--- src/rtl/img_bit_rx.sv ---
// img_bit_rx: deserialises a 784-bit (28x28) image bitstream into 28-bit rows.
// Each completed row is queued in a 4-entry FIFO and offered on a valid/ready port.
// Optional feature macro: IMG_BIT_RX_POPCOUNT_EN adds row_ones, the 1-bit count of the head row.
module img_bit_rx (
    input  logic        clk,
    input  logic        rst,
    input  logic        data_in,
    input  logic        restart,
    output logic [27:0] row_data,
    output logic [4:0]  row_idx,
    output logic        row_valid,
    input  logic        row_ready,
    output logic        frame_done,
    output logic        overflow
`ifdef IMG_BIT_RX_POPCOUNT_EN
    ,
    output logic [4:0]  row_ones
`endif
);

    localparam int unsigned ROW_W  = 28;
    localparam int unsigned CNT_W  = 5;
    localparam int unsigned DEPTH  = 4;
    localparam int unsigned PTR_W  = 2;
    localparam int unsigned FILL_W = 3;

    localparam logic [CNT_W-1:0] LAST = CNT_W'(27);

    localparam logic [0:0] ST_RECV = 1'b0;
    localparam logic [0:0] ST_DONE = 1'b1;

    logic [0:0]        state_q;
    logic [0:0]        state_d;
    logic [ROW_W-1:0]  shift_q;
    logic [CNT_W-1:0]  col_q;
    logic [CNT_W-1:0]  row_q;

    logic              sample_c;
    logic              row_end_c;
    logic              frame_end_c;
    logic [ROW_W-1:0]  row_new_c;

    logic [ROW_W-1:0]  mem_data [DEPTH];
    logic [CNT_W-1:0]  mem_idx  [DEPTH];
    logic [PTR_W-1:0]  rd_q;
    logic [PTR_W-1:0]  wr_q;
    logic [FILL_W-1:0] fill_q;

    logic              pop_c;
    logic              push_c;
    logic              drop_c;
    logic [PTR_W-1:0]  rd_d;
    logic [PTR_W-1:0]  wr_d;
    logic [FILL_W-1:0] fill_d;
    logic              head_hit_c;
    logic [ROW_W-1:0]  head_data_d;
    logic [CNT_W-1:0]  head_idx_d;

`ifdef IMG_BIT_RX_POPCOUNT_EN
    logic [CNT_W-1:0]  mem_ones [DEPTH];
    logic [CNT_W-1:0]  ones_new_c;
    logic [CNT_W-1:0]  head_ones_d;

    function automatic logic [CNT_W-1:0] ones_of(input logic [ROW_W-1:0] v);
        logic [CNT_W-1:0] n;
        n = '0;
        for (int i = 0; i < ROW_W; i++) begin
            n = n + CNT_W'(v[i]);
        end
        return n;
    endfunction

    assign ones_new_c = ones_of(row_new_c);
`endif

    // Bit sampling qualifiers; restart suppresses sampling on its own edge
    assign sample_c    = (state_q == ST_RECV) && !restart;
    assign row_end_c   = sample_c && (col_q == LAST);
    assign frame_end_c = row_end_c && (row_q == LAST);
    assign row_new_c   = {shift_q[ROW_W-2:0], data_in};

    // State register
    always_ff @(posedge clk) begin
        if (rst) begin
            state_q <= ST_RECV;
        end else begin
            state_q <= state_d;
        end
    end

    // Next-state: restart always returns to RECV, last frame bit moves to DONE
    always_comb begin
        state_d = state_q;
        if (restart) begin
            state_d = ST_RECV;
        end else if (frame_end_c) begin
            state_d = ST_DONE;
        end
    end

    // Shift register and column/row counters
    always_ff @(posedge clk) begin
        if (rst) begin
            shift_q <= '0;
            col_q   <= '0;
            row_q   <= '0;
        end else if (restart) begin
            shift_q <= '0;
            col_q   <= '0;
            row_q   <= '0;
        end else if (sample_c) begin
            shift_q <= row_new_c;
            if (col_q == LAST) begin
                col_q <= '0;
                row_q <= (row_q == LAST) ? '0 : row_q + CNT_W'(1);
            end else begin
                col_q <= col_q + CNT_W'(1);
            end
        end
    end

    // FIFO control: a full FIFO still accepts a row if the head pops on the same edge
    always_comb begin
        pop_c       = row_valid && row_ready;
        push_c      = row_end_c && ((fill_q < FILL_W'(DEPTH)) || pop_c);
        drop_c      = row_end_c && !push_c;
        rd_d        = rd_q + PTR_W'(pop_c);
        wr_d        = wr_q + PTR_W'(push_c);
        fill_d      = fill_q + FILL_W'(push_c) - FILL_W'(pop_c);
        head_hit_c  = push_c && (wr_q == rd_d);
        head_data_d = head_hit_c ? row_new_c : mem_data[rd_d];
        head_idx_d  = head_hit_c ? row_q     : mem_idx[rd_d];
`ifdef IMG_BIT_RX_POPCOUNT_EN
        head_ones_d = head_hit_c ? ones_new_c : mem_ones[rd_d];
`endif
    end

    // FIFO storage, pointers and registered head/status outputs
    always_ff @(posedge clk) begin
        if (rst) begin
            for (int i = 0; i < DEPTH; i++) begin
                mem_data[i] <= '0;
                mem_idx[i]  <= '0;
`ifdef IMG_BIT_RX_POPCOUNT_EN
                mem_ones[i] <= '0;
`endif
            end
            rd_q       <= '0;
            wr_q       <= '0;
            fill_q     <= '0;
            row_valid  <= 1'b0;
            row_data   <= '0;
            row_idx    <= '0;
            overflow   <= 1'b0;
            frame_done <= 1'b0;
`ifdef IMG_BIT_RX_POPCOUNT_EN
            row_ones   <= '0;
`endif
        end else begin
            if (push_c) begin
                mem_data[wr_q] <= row_new_c;
                mem_idx[wr_q]  <= row_q;
`ifdef IMG_BIT_RX_POPCOUNT_EN
                mem_ones[wr_q] <= ones_new_c;
`endif
            end
            rd_q       <= rd_d;
            wr_q       <= wr_d;
            fill_q     <= fill_d;
            row_valid  <= (fill_d != '0);
            row_data   <= head_data_d;
            row_idx    <= head_idx_d;
            overflow   <= overflow | drop_c;
            frame_done <= frame_end_c;
`ifdef IMG_BIT_RX_POPCOUNT_EN
            row_ones   <= head_ones_d;
`endif
        end
    end

endmodule

--- config.mk ---
export PLATFORM = sky130hd
export DESIGN_NAME = img_bit_rx
export DESIGN_NICKNAME = d
export VERILOG_FILES = /design/src/rtl/img_bit_rx.sv
export SDC_FILE = /design/constraint.sdc
export NUM_CORES = 1
export LEC_CHECK = 0
export BUFFER_PORTS_ARGS = -buffer_cell sky130_fd_sc_hd__buf_2
export CORE_ASPECT_RATIO = 1.2
export CORE_MARGIN = 5
export CORE_UTILIZATION = 46
export CTS_CLUSTER_SIZE = 14
export DETAILED_ROUTE_END_ITERATION = 16
export SETUP_SLACK_MARGIN = 0.1
export SYNTH_ARGS = -nofsm -noshare
export SYNTH_HDL_FRONTEND = slang
export SYNTH_SLANG_ARGS = --single-unit
--- constraint.sdc ---
create_clock -name clk -period 4.1 [get_ports clk]
set_input_delay 0.615 -clock clk [delete_from_list [all_inputs] [get_ports clk]]
set_output_delay 0.615 -clock clk [all_outputs]
set_load 0.1 [all_outputs]
## Word level (Yosys, flattened, before mapping)

Memories as Yosys holds them, arrays and structs flattened. A register that Yosys moved wholly into a read port is not among the register bits.
Index checks and enable logic that the tools add are counted.

| word-level totals | value |
|---|---|
| register bits | 48 |
| RAM bits | 132 |
| output and inout port bits | 36 |
| logic and storage cells | 50 |
| memories kept | 2 |

Memory list:

| memory | words | bits a word | rd ports | clocked after Yosys merged registers in | write ports | line | RTL |
|---|---|---|---|---|---|---|---|
| mem_data | 4 | 28 | 1 | 1 | 4 | 43 | `logic [ROW_W-1:0] mem_data [DEPTH];` |
| mem_idx | 4 | 5 | 1 | 1 | 4 | 44 | `logic [CNT_W-1:0] mem_idx [DEPTH];` |

| operators by class | value |
|---|---|
| add/sub/neg operators | 6 |
| $lt $le $gt $ge | 1 |
| equality and inequality tests | 2 |
| multiplexer cells | 13 |
| bitwise operators | 2 |
| reduce and logical (&&, ||, !) cells | 14 |

Operators by type and width:

| kind | count |
|---|---|
| 28-bit 2-to-1 mux | 1 |
| 28-bit OR reduction | 1 |
| 5-bit 2-to-1 mux | 3 |
| 5-bit by 1-bit adder with 5-bit output (second input constant) | 2 |
| 5-bit == test (second input constant) | 2 |
| 1-bit 2-to-1 mux | 7 |
| 1-bit logical AND | 6 |
| 5-bit OR reduction | 1 |
| 2-bit by 1-bit adder with 2-bit output | 2 |
| 2-bit 2-to-1 mux | 2 |
| 3-bit by 1-bit adder with 3-bit output | 1 |
| 3-bit less-than comparator (second input constant) | 1 |
| 3-bit nonzero test | 1 |
| 3-bit by 1-bit subtractor with 3-bit output | 1 |
| 1-bit zero test | 2 |
| 2-bit AND reduction | 1 |
| 2-bit OR reduction | 1 |
| 1-bit logical OR | 1 |
| 1-bit NOT | 1 |
| 1-bit bitwise OR | 1 |

## Logic depth before layout (Yosys ltp)

Gate-level depths: netlist (run 1).

| logic depth | value |
|---|---|
| word-level depth | 9 |
| gate-level depth with buffers | 10 |
| gate-level depth less buffers | 10 |

## Worst setup path before layout (run 1)

No wires, ideal clock.

| timing | value |
|---|---|
| path type | reg-to-reg |
| from | register row_valid |
| to | memory mem_data[1][0] (enable) |
| library setup time | 0.469 ns |
| arrival | 3.806 ns |
| required time | 3.631 ns |
| slack | -0.175 ns |
| cell stages (with the launch flop) | 4 |
| buffers on the path | 0 |
| period minus slack after synthesis | 4.275 ns |
| cells stage by stage | dfxtp_1 a21bo_2 nand4_1 o21ai_0 |

RTL lines:

| what | line | RTL |
|---|---|---|
| start, declared | 11 | `output logic row_valid,` |
| start signal, assigned | 170 | `row_valid <= (fill_d != '0);` |
| end, declared | 43 |  |

## Worst setup path after layout (run 1)

| timing | value |
|---|---|
| from | register col_q[0] |
| to | register row_valid |

| on the way | value |
|---|---|
| longest elaborated chain between the ends | 6 |

Ends and longest elaborated chain:

| what | line | RTL |
|---|---|---|
| start, declared | 35 | `logic [CNT_W-1:0] col_q;` |
| start signal, assigned | 117 | `col_q <= col_q + CNT_W'(1);` |
| 5-bit == test | 78 | `assign row_end_c = sample_c && (col_q == LAST);` |
| 1-bit logical AND | 78 |  |
| 1-bit logical AND | 125 | `push_c = row_end_c && ((fill_q < FILL_W'(DEPTH)) \|\| pop_c);` |
| 3-bit by 1-bit adder with 3-bit output | 129 | `fill_d = fill_q + FILL_W'(push_c) - FILL_W'(pop_c);` |
| 3-bit by 1-bit subtractor with 3-bit output | 129 |  |
| 3-bit nonzero test | 170 |  |

No other way between the ends.
A chain may end at the register's enable or synchronous reset.

==> impl_metrics.py, run 1 <==
metrics = {
    "finish": {
        "fin_nets": 642,
        "layout-drive-gt1-share": 0.205,
        "antenna_cells": 0,
        "area_delta_synth_final_pct": 13.5,
        "instances_no_fill": 901,
        "fin_util": 0.526,
    },
    "die": {
        "ioPinCount": 41,
        "die_h_um": 160,
        "dieArea_mm2": 0.0216,
        "initial_utilization": 0.463,
        "coreArea_mm2": 0.0186,
        "fp.dieW_um": 135,
        "num_rows": 55,
    },
    "power": {
        "pwr-share-seq": 0.440,
        "power_density_mw_per_mm2": 574,
        "power.internal_uw": 3920,
        "p_leak_uw": 0.00347,
        "pwr-share-clk": 0.332,
        "ir_drop_uv": 308,
        "pwr-share-comb": 0.228,
        "sw_frac_of_total": 0.304,
        "p_switching_uw": 1710,
    },
    "clocking": {
        "hold_buffers": 0,
        "cts_tree": "yes",
        "cts_resized": 0,
        "clock_path_buffers": 3,
        "cts_setup_buffers": 0,
        "cts_sinks": 213,
        "cts-htree-levels": 1,
        "cts_root_buf": "clkbuf_16",
        "clkLatencyLatePin_ns": 0.49,
        "path_clk_slew_ns": 0.06,
        "cts-buffers-inserted": 21,
    },
    "detailed_routing": {
        "route.detailed.drc": 0,
        "drtAntennaViolNets": 0,
        "drt-wirelength-per-cell_um": 19.2,
        "dr.pass1.iters": 4,
        "via_count": 4675,
        "wirelength_mm": 17.3,
        "drtIter0Drc": 260,
        "vias_per_cell": 5.19,
    },
    "sta": {
        "finalCritPeriodShare": 0.623,
        "timing.slew.headroom": 0.497,
        "tightest_slew_ns": 0.755,
        "finalSetupViolCount": 0,
        "timing.final.ws_setup_ns": 1.55,
        "hold_violations": 0,
        "clock.fmax_mhz": 392,
        "rsz0062_at_grt": "false",
        "maxSlewViolCount": 0,
        "finalCriticalPeriod_ns": 2.55,
        "skew_ns": 0.0110,
        "holdWs_ns": 0.424,
    },
    "placement": {
        "place_congestion": 0.777,
        "dp_cells": 864,
        "dp_hpwl_mm": 8.98,
        "port_buffers": 40,
        "dp_slack_ns": 1.31,
    },
    "job": {
        "maxCapViolCount": 0,
    },
    "worst_hold_path": {
        "hold_depth": 2,
        "hold_class": "in -> reg",
        "hold_start": "data_in",
        "min_to": "row_data[0]",
    },
    "yosys": {
        "synthArstFlopShare": 0,
        "syn_nets": 600,
        "ys_ff_latch": 213,
        "ys_types": 42,
        "syn_area_per_cell_um2": 14.7,
        "yosysSeqAreaShare": 0.647,
        "ys_warn_count": 0,
        "netlist_instances": 589,
        "synth_area_mm2": 0.00864,
        "synth_edf_count": 132,
        "postSynth.topFlopCell": "edfxtp_1",
    },
    "global_routing": {
        "grtUsageTotal": 0.164,
        "grt-ovfl-total": 0,
        "grt_start_max_net_pins": 35,
        "antenna_found_initial": 0,
        "grt_pass1_vias": 5017,
        "grt_pass1_wl_mm": 27.6,
    },
    "setup_path": {
        "critPathKind": "reg -> reg",
        "cp-start-kind": "flip-flop",
        "worstReg2RegStart": "col_q[0]",
        "cp.arrival_ns": 2.91,
        "required_ns": 4.46,
        "rr_worst_depth": 10,
        "cp_max_fo": 7,
        "end_kind": "flip-flop",
        "r2r_slack_ns": 1.55,
        "r2r_end": "row_valid",
    },
    "run_status": {
        "status": "finished, final reports clean",
    },
}
cell families (layout without fill, tap and decap cells):
kind of cell	Yosys count	after routing	synth area share
buf+inv	41	97	0.0222
flops	213	213	0.647
compound gates	46	46	0.0429
mux	62	62	0.120
fa+ha+maj	6	6	0.00956
simple gates	209	209	0.146
xor+xnor	12	12	0.0130
cell usage in the layout (no fill, tap or decap), types with 2 or more instances in the layout:
| cell type | n |
|---|---|
| buf_4 | 14 |
| a21oi_1 | 5 |
| o21ai_4 | 2 |
| nor2b_1 | 3 |
| buf_2 | 40 |
| edfxtp_1 | 132 |
| mux2i_1 | 29 |
| nor2_1 | 40 |
| nand2_1 | 7 |
| xnor2_1 | 7 |
| or2_2 | 3 |
| clkbuf_16 | 21 |
| xor2_1 | 4 |
| inv_1 | 6 |
| clkbuf_8 | 5 |
| nand4_1 | 2 |
| clkinv_2 | 3 |
| clkbuf_1 | 6 |
| dfxtp_1 | 80 |
| nor3_1 | 6 |
| a22o_1 | 33 |
| and2_1 | 133 |
| nand3_1 | 2 |
| nor4_4 | 4 |
| ha_1 | 4 |
| mux4_2 | 33 |
registers in the layout, summed over array words and instances (netlist names):
signal,cells
fill_q,3
shift_q,27
row_q,5
frame_done,1
row_data,28
state_q,1
mem_idx,20
mem_data,112
overflow,1
row_idx,5
rd_q,2
row_valid,1
wr_q,2
col_q,5
cell usage after synthesis, types with 2 or more instances:
master | n | share of area
a21oi_1 | 5 | 0.0029
mux2i_1 | 29 | 0.034
nor4_4 | 3 | 0.0074
nand3_1 | 2 | 0.0012
nand2_1 | 7 | 0.0030
nor3_1 | 6 | 0.0035
nand4_1 | 2 | 0.0014
a22o_1 | 33 | 0.033
o21ai_0 | 3 | 0.0017
nor2b_1 | 3 | 0.0022
or2_2 | 3 | 0.0022
xor2_1 | 4 | 0.0041
buf_1 | 2 | 0.00087
dfxtp_1 | 81 | 0.19
inv_1 | 6 | 0.0026
edfxtp_1 | 132 | 0.46
xnor2_1 | 7 | 0.0071
mux4_2 | 33 | 0.086
clkbuf_1 | 20 | 0.0087
buf_6 | 3 | 0.0039
nor2_1 | 40 | 0.017
and2_1 | 133 | 0.096
buf_2 | 9 | 0.0052
ha_1 | 5 | 0.0072
per-stage QoR:
step | TNS [ns] | cell area [um2] | power (uW)
after CTS | 0 | 9810 | 5700
after floorplan | -11.55 | 8640 | 3610
after global placement | 0 | 9140 | 3810
after detailed placement | 0 | 9140 | 3830
final | 0 | 9810 | 5630
after global routing | 0 | 9810 | 5840
power groups by stage:
stage               registers, uW  logic, uW  clock network (uW)
detailed placement           2530       1300                   0
CTS                          2480       1300                1920
floorplan                    3080        527                   0
finish                       2480       1280                1870
global route                 2490       1350                2000
global placement             2520       1290                   0
cell type report:
type | count | area (um2)
Fill cell | 1578 | 8840
Sequential cell | 213 | 5590
Multi-Input combinational cell | 335 | 2910
Clock buffer | 32 | 617
Tap cell | 256 | 320
Timing Repair Buffer | 54 | 305
Clock inverter | 5 | 48.8
Inverter | 6 | 22.5
how the worst max path moves through the flow:
| stage | start | to | cells after the start |
|---|---|---|---|
| 2_1_floorplan | row_valid | mem_data[1][0] | 3 |
| 3_3_place_gp | restart | row_valid | 10 |
| 3_5_place_dp | restart | row_valid | 10 |
| 4_1_cts | col_q[0] | row_valid | 10 |
| 5_1_grt | col_q[0] | row_valid | 10 |
| 6_report | col_q[0] | row_valid | 10 |
per-layer routing:
layer | GRT usage | share of wire | vias to the layer above
met1 | 0.206 | 0.42 | 2339
met4 | 0.0412 | 0.017 | 0
met3 | 0.0261 | 0.045 | 27
met2 | 0.295 | 0.51 | 92
met5 | 0 | 0 | -
li1 | - | - | 2217
worst max-delay path, cell delays in order, from the launching register on:
cell      delay [ns]
dfxtp_1         0.38
ha_1            0.22
and4bb_4        0.30
nand3_4         0.16
ha_1            0.32
inv_1           0.04
ha_1            0.18
fa_1            0.37
xnor2_1         0.20
xnor2_1         0.17
a21oi_1         0.08
Power figures use the tool's default switching activity.
==> run 2: changes to the inputs <==
Clock period 4.1 ns to 2.6 ns, I/O delays scaled along.
==> run 2 against run 1 <==
  * Routed wire length is 3.4% higher
  * Largest power group unchanged
  * Utilization increased by 1.1 points
  * Fmax rose by 7.4%
  * Via count is 2.3% higher
==> impl_metrics.py, run 2 (same netlist as run 1, synthesis figures left out) <==
metrics = {
    "run_status": {
        "status": "finished, final reports clean",
    },
    "global_routing": {
        "grt_pass1_wl_mm": 28.2,
        "grt_pass1_vias": 4983,
        "grtUsageTotal": 0.167,
        "grt_start_max_net_pins": 34,
        "grt-ovfl-total": 0,
        "antenna_found_initial": 0,
    },
    "placement": {
        "port_buffers": 40,
        "dp_cells": 871,
        "place_congestion": 0.756,
        "dp_slack_ns": 0.113,
        "dp_hpwl_mm": 9.92,
    },
    "clocking": {
        "clock_path_buffers": 3,
        "clkLatencyLatePin_ns": 0.49,
        "cts_tree": "yes",
        "cts-htree-levels": 1,
        "hold_buffers": 0,
        "cts-buffers-inserted": 22,
        "cts_sinks": 213,
        "path_clk_slew_ns": 0.06,
        "cts_root_buf": "clkbuf_16",
    },
    "job": {
        "maxCapViolCount": 0,
    },
    "finish": {
        "fill_cells": 1546,
        "area_delta_synth_final_pct": 15.9,
        "antenna_cells": 0,
        "layout_commonest_cell": "and2_1",
        "final_cell_mix": "and2_1 (133), edfxtp_1 (132), dfxtp_1 (78)",
        "register_area_mm2": 0.00559,
        "largest_reg_flops": 112,
        "layout-drive-gt1-share": 0.227,
        "fin_nets": 651,
        "multiInputGateArea_mm2": 0.00293,
        "instances_no_fill": 912,
        "reg_top3": "mem_data x112, row_data x28, shift_q x27",
        "largest-register": "mem_data",
    },
    "sta": {
        "tns_ns": 0,
        "timing.final.ws_setup_ns": 0.224,
        "maxSlewViolCount": 0,
        "finalSetupViolCount": 0,
        "timing.slew.headroom": 0.609,
        "rsz0062_at_grt": "false",
        "skew_ns": 0.00861,
        "tightest_slew_ns": 0.587,
        "clock.fmax_mhz": 421,
        "finalCriticalPeriod_ns": 2.38,
        "finalCritPeriodShare": 0.914,
        "hold_violations": 0,
    },
    "power": {
        "pwr-share-comb": 0.231,
        "pwr-share-clk": 0.339,
        "power_density_mw_per_mm2": 910,
        "ir_drop_uv": 547,
        "p_switching_uw": 2760,
        "sw_frac_of_total": 0.303,
        "p_leak_uw": 0.00356,
        "pwr-share-seq": 0.430,
        "power.internal_uw": 6340,
    },
    "die": {
        "initial_utilization": 0.463,
        "fp.dieW_um": 135,
        "coreArea_mm2": 0.0186,
        "num_rows": 55,
        "die_h_um": 160,
        "dieArea_mm2": 0.0216,
        "ioPinCount": 41,
    },
    "setup_path": {
        "required_ns": 2.95,
        "startpoint": "col_q[1]",
        "critPathBufInv": 1,
        "critPathKind": "reg -> reg",
        "cp-start-kind": "flip-flop",
        "cp_max_fo": 5,
        "cp_slowest_stage_delay_ns": 0.37,
        "cp_cell_sequence": "ha_2 > and4bb_4 > nand3_4 > ha_1 > inv_1 > ha_1 > fa_2 > xnor2_2 > xnor2_2 > a21oi_1",
        "end_kind": "flip-flop",
        "cp_top_family": "adder cells",
        "slowest_stage": "fa_2",
        "worstReg2RegStart": "col_q[1]",
        "cp.arrival_ns": 2.73,
    },
    "detailed_routing": {
        "via_count": 4783,
        "dr.pass1.iters": 4,
        "drtAntennaViolNets": 0,
        "wirelength_mm": 17.9,
        "vias_per_cell": 5.24,
        "drtIter0Drc": 360,
        "drt-wirelength-per-cell_um": 19.7,
        "route.detailed.drc": 0,
    },
    "worst_hold_path": {
        "hold_start": "data_in",
        "hold_class": "in -> reg",
    },
}
## run 2: changes by cell type in the layout (fill, tap and decap cells not counted), moves of 2 or more
| cell | change |
|---|---|
| xnor2_1 | -2 |
| buf_12 | +5 |
| clkbuf_16 | +3 |
| xnor2_2 | +2 |
| buf_4 | +3 |
| dfxtp_2 | +2 |
| dfxtp_1 | -2 |
## run 2: metrics by stage
step | cell area, um2 | utilization | power (uW) | hold WS [ns]
floorplan | 8650 | - | 5700 | 0.454
CTS | 9980 | 0.535 | 9180 | 0.173
global placement | 9260 | 0.496 | 6050 | 0.448
global route | 10000 | 0.537 | 9450 | 0.188
detailed placement | 9260 | 0.496 | 6100 | 0.457
finish | 10000 | 0.537 | 9110 | 0.188
## run 2: final timing paths
path / to / slack (ns) / cells after the start
max: row_valid / 0.22 / 10
min: row_data[0] / 0.19 / 2
max reg2reg: row_valid / 0.22 / 10
min reg2reg: overflow / 0.47 / 2
## run 2: final cells by class
class	instances	area share
clock inverters	4	0.00263
multi-input cells	335	0.292
inverters	6	0.00225
repair buffers	62	0.0428
well taps	256	0.0320
flip-flops and latches	213	0.559
clock buffers	36	0.0695
## run 2: what timing repair did
action                     in CTS  in global routing
buffers inserted                0                  1
resized for setup               0                  5
setup endpoints to repair       0                  2
## run 2: power by group through the flow
stage               Combinational, uW  Clock (uW)  Sequential, uW
finish                           2110        3090            3920
floorplan                         839           0            4860
CTS                              2110        3160            3920
global placement                 2080           0            3980
global route                     2220        3300            3940
detailed placement               2100           0            3990
## run 2: metal layers
layer,track usage,part of all wire,up-vias
met3,0.0252,0.040,16
met4,0.0376,0.012,0
met2,0.292,0.53,85
met5,0,0,-
li1,-,-,2243
met1,0.222,0.42,2439
## run 2: worst reg2reg max path: stages, from the launching register on
cell and delay (ns):
dfxtp_1 0.36, ha_2 0.20, and4bb_4 0.29, nand3_4 0.08, ha_1 0.29, inv_1 0.04
ha_1 0.18, fa_2 0.37, xnor2_2 0.20, xnor2_2 0.14, a21oi_1 0.09
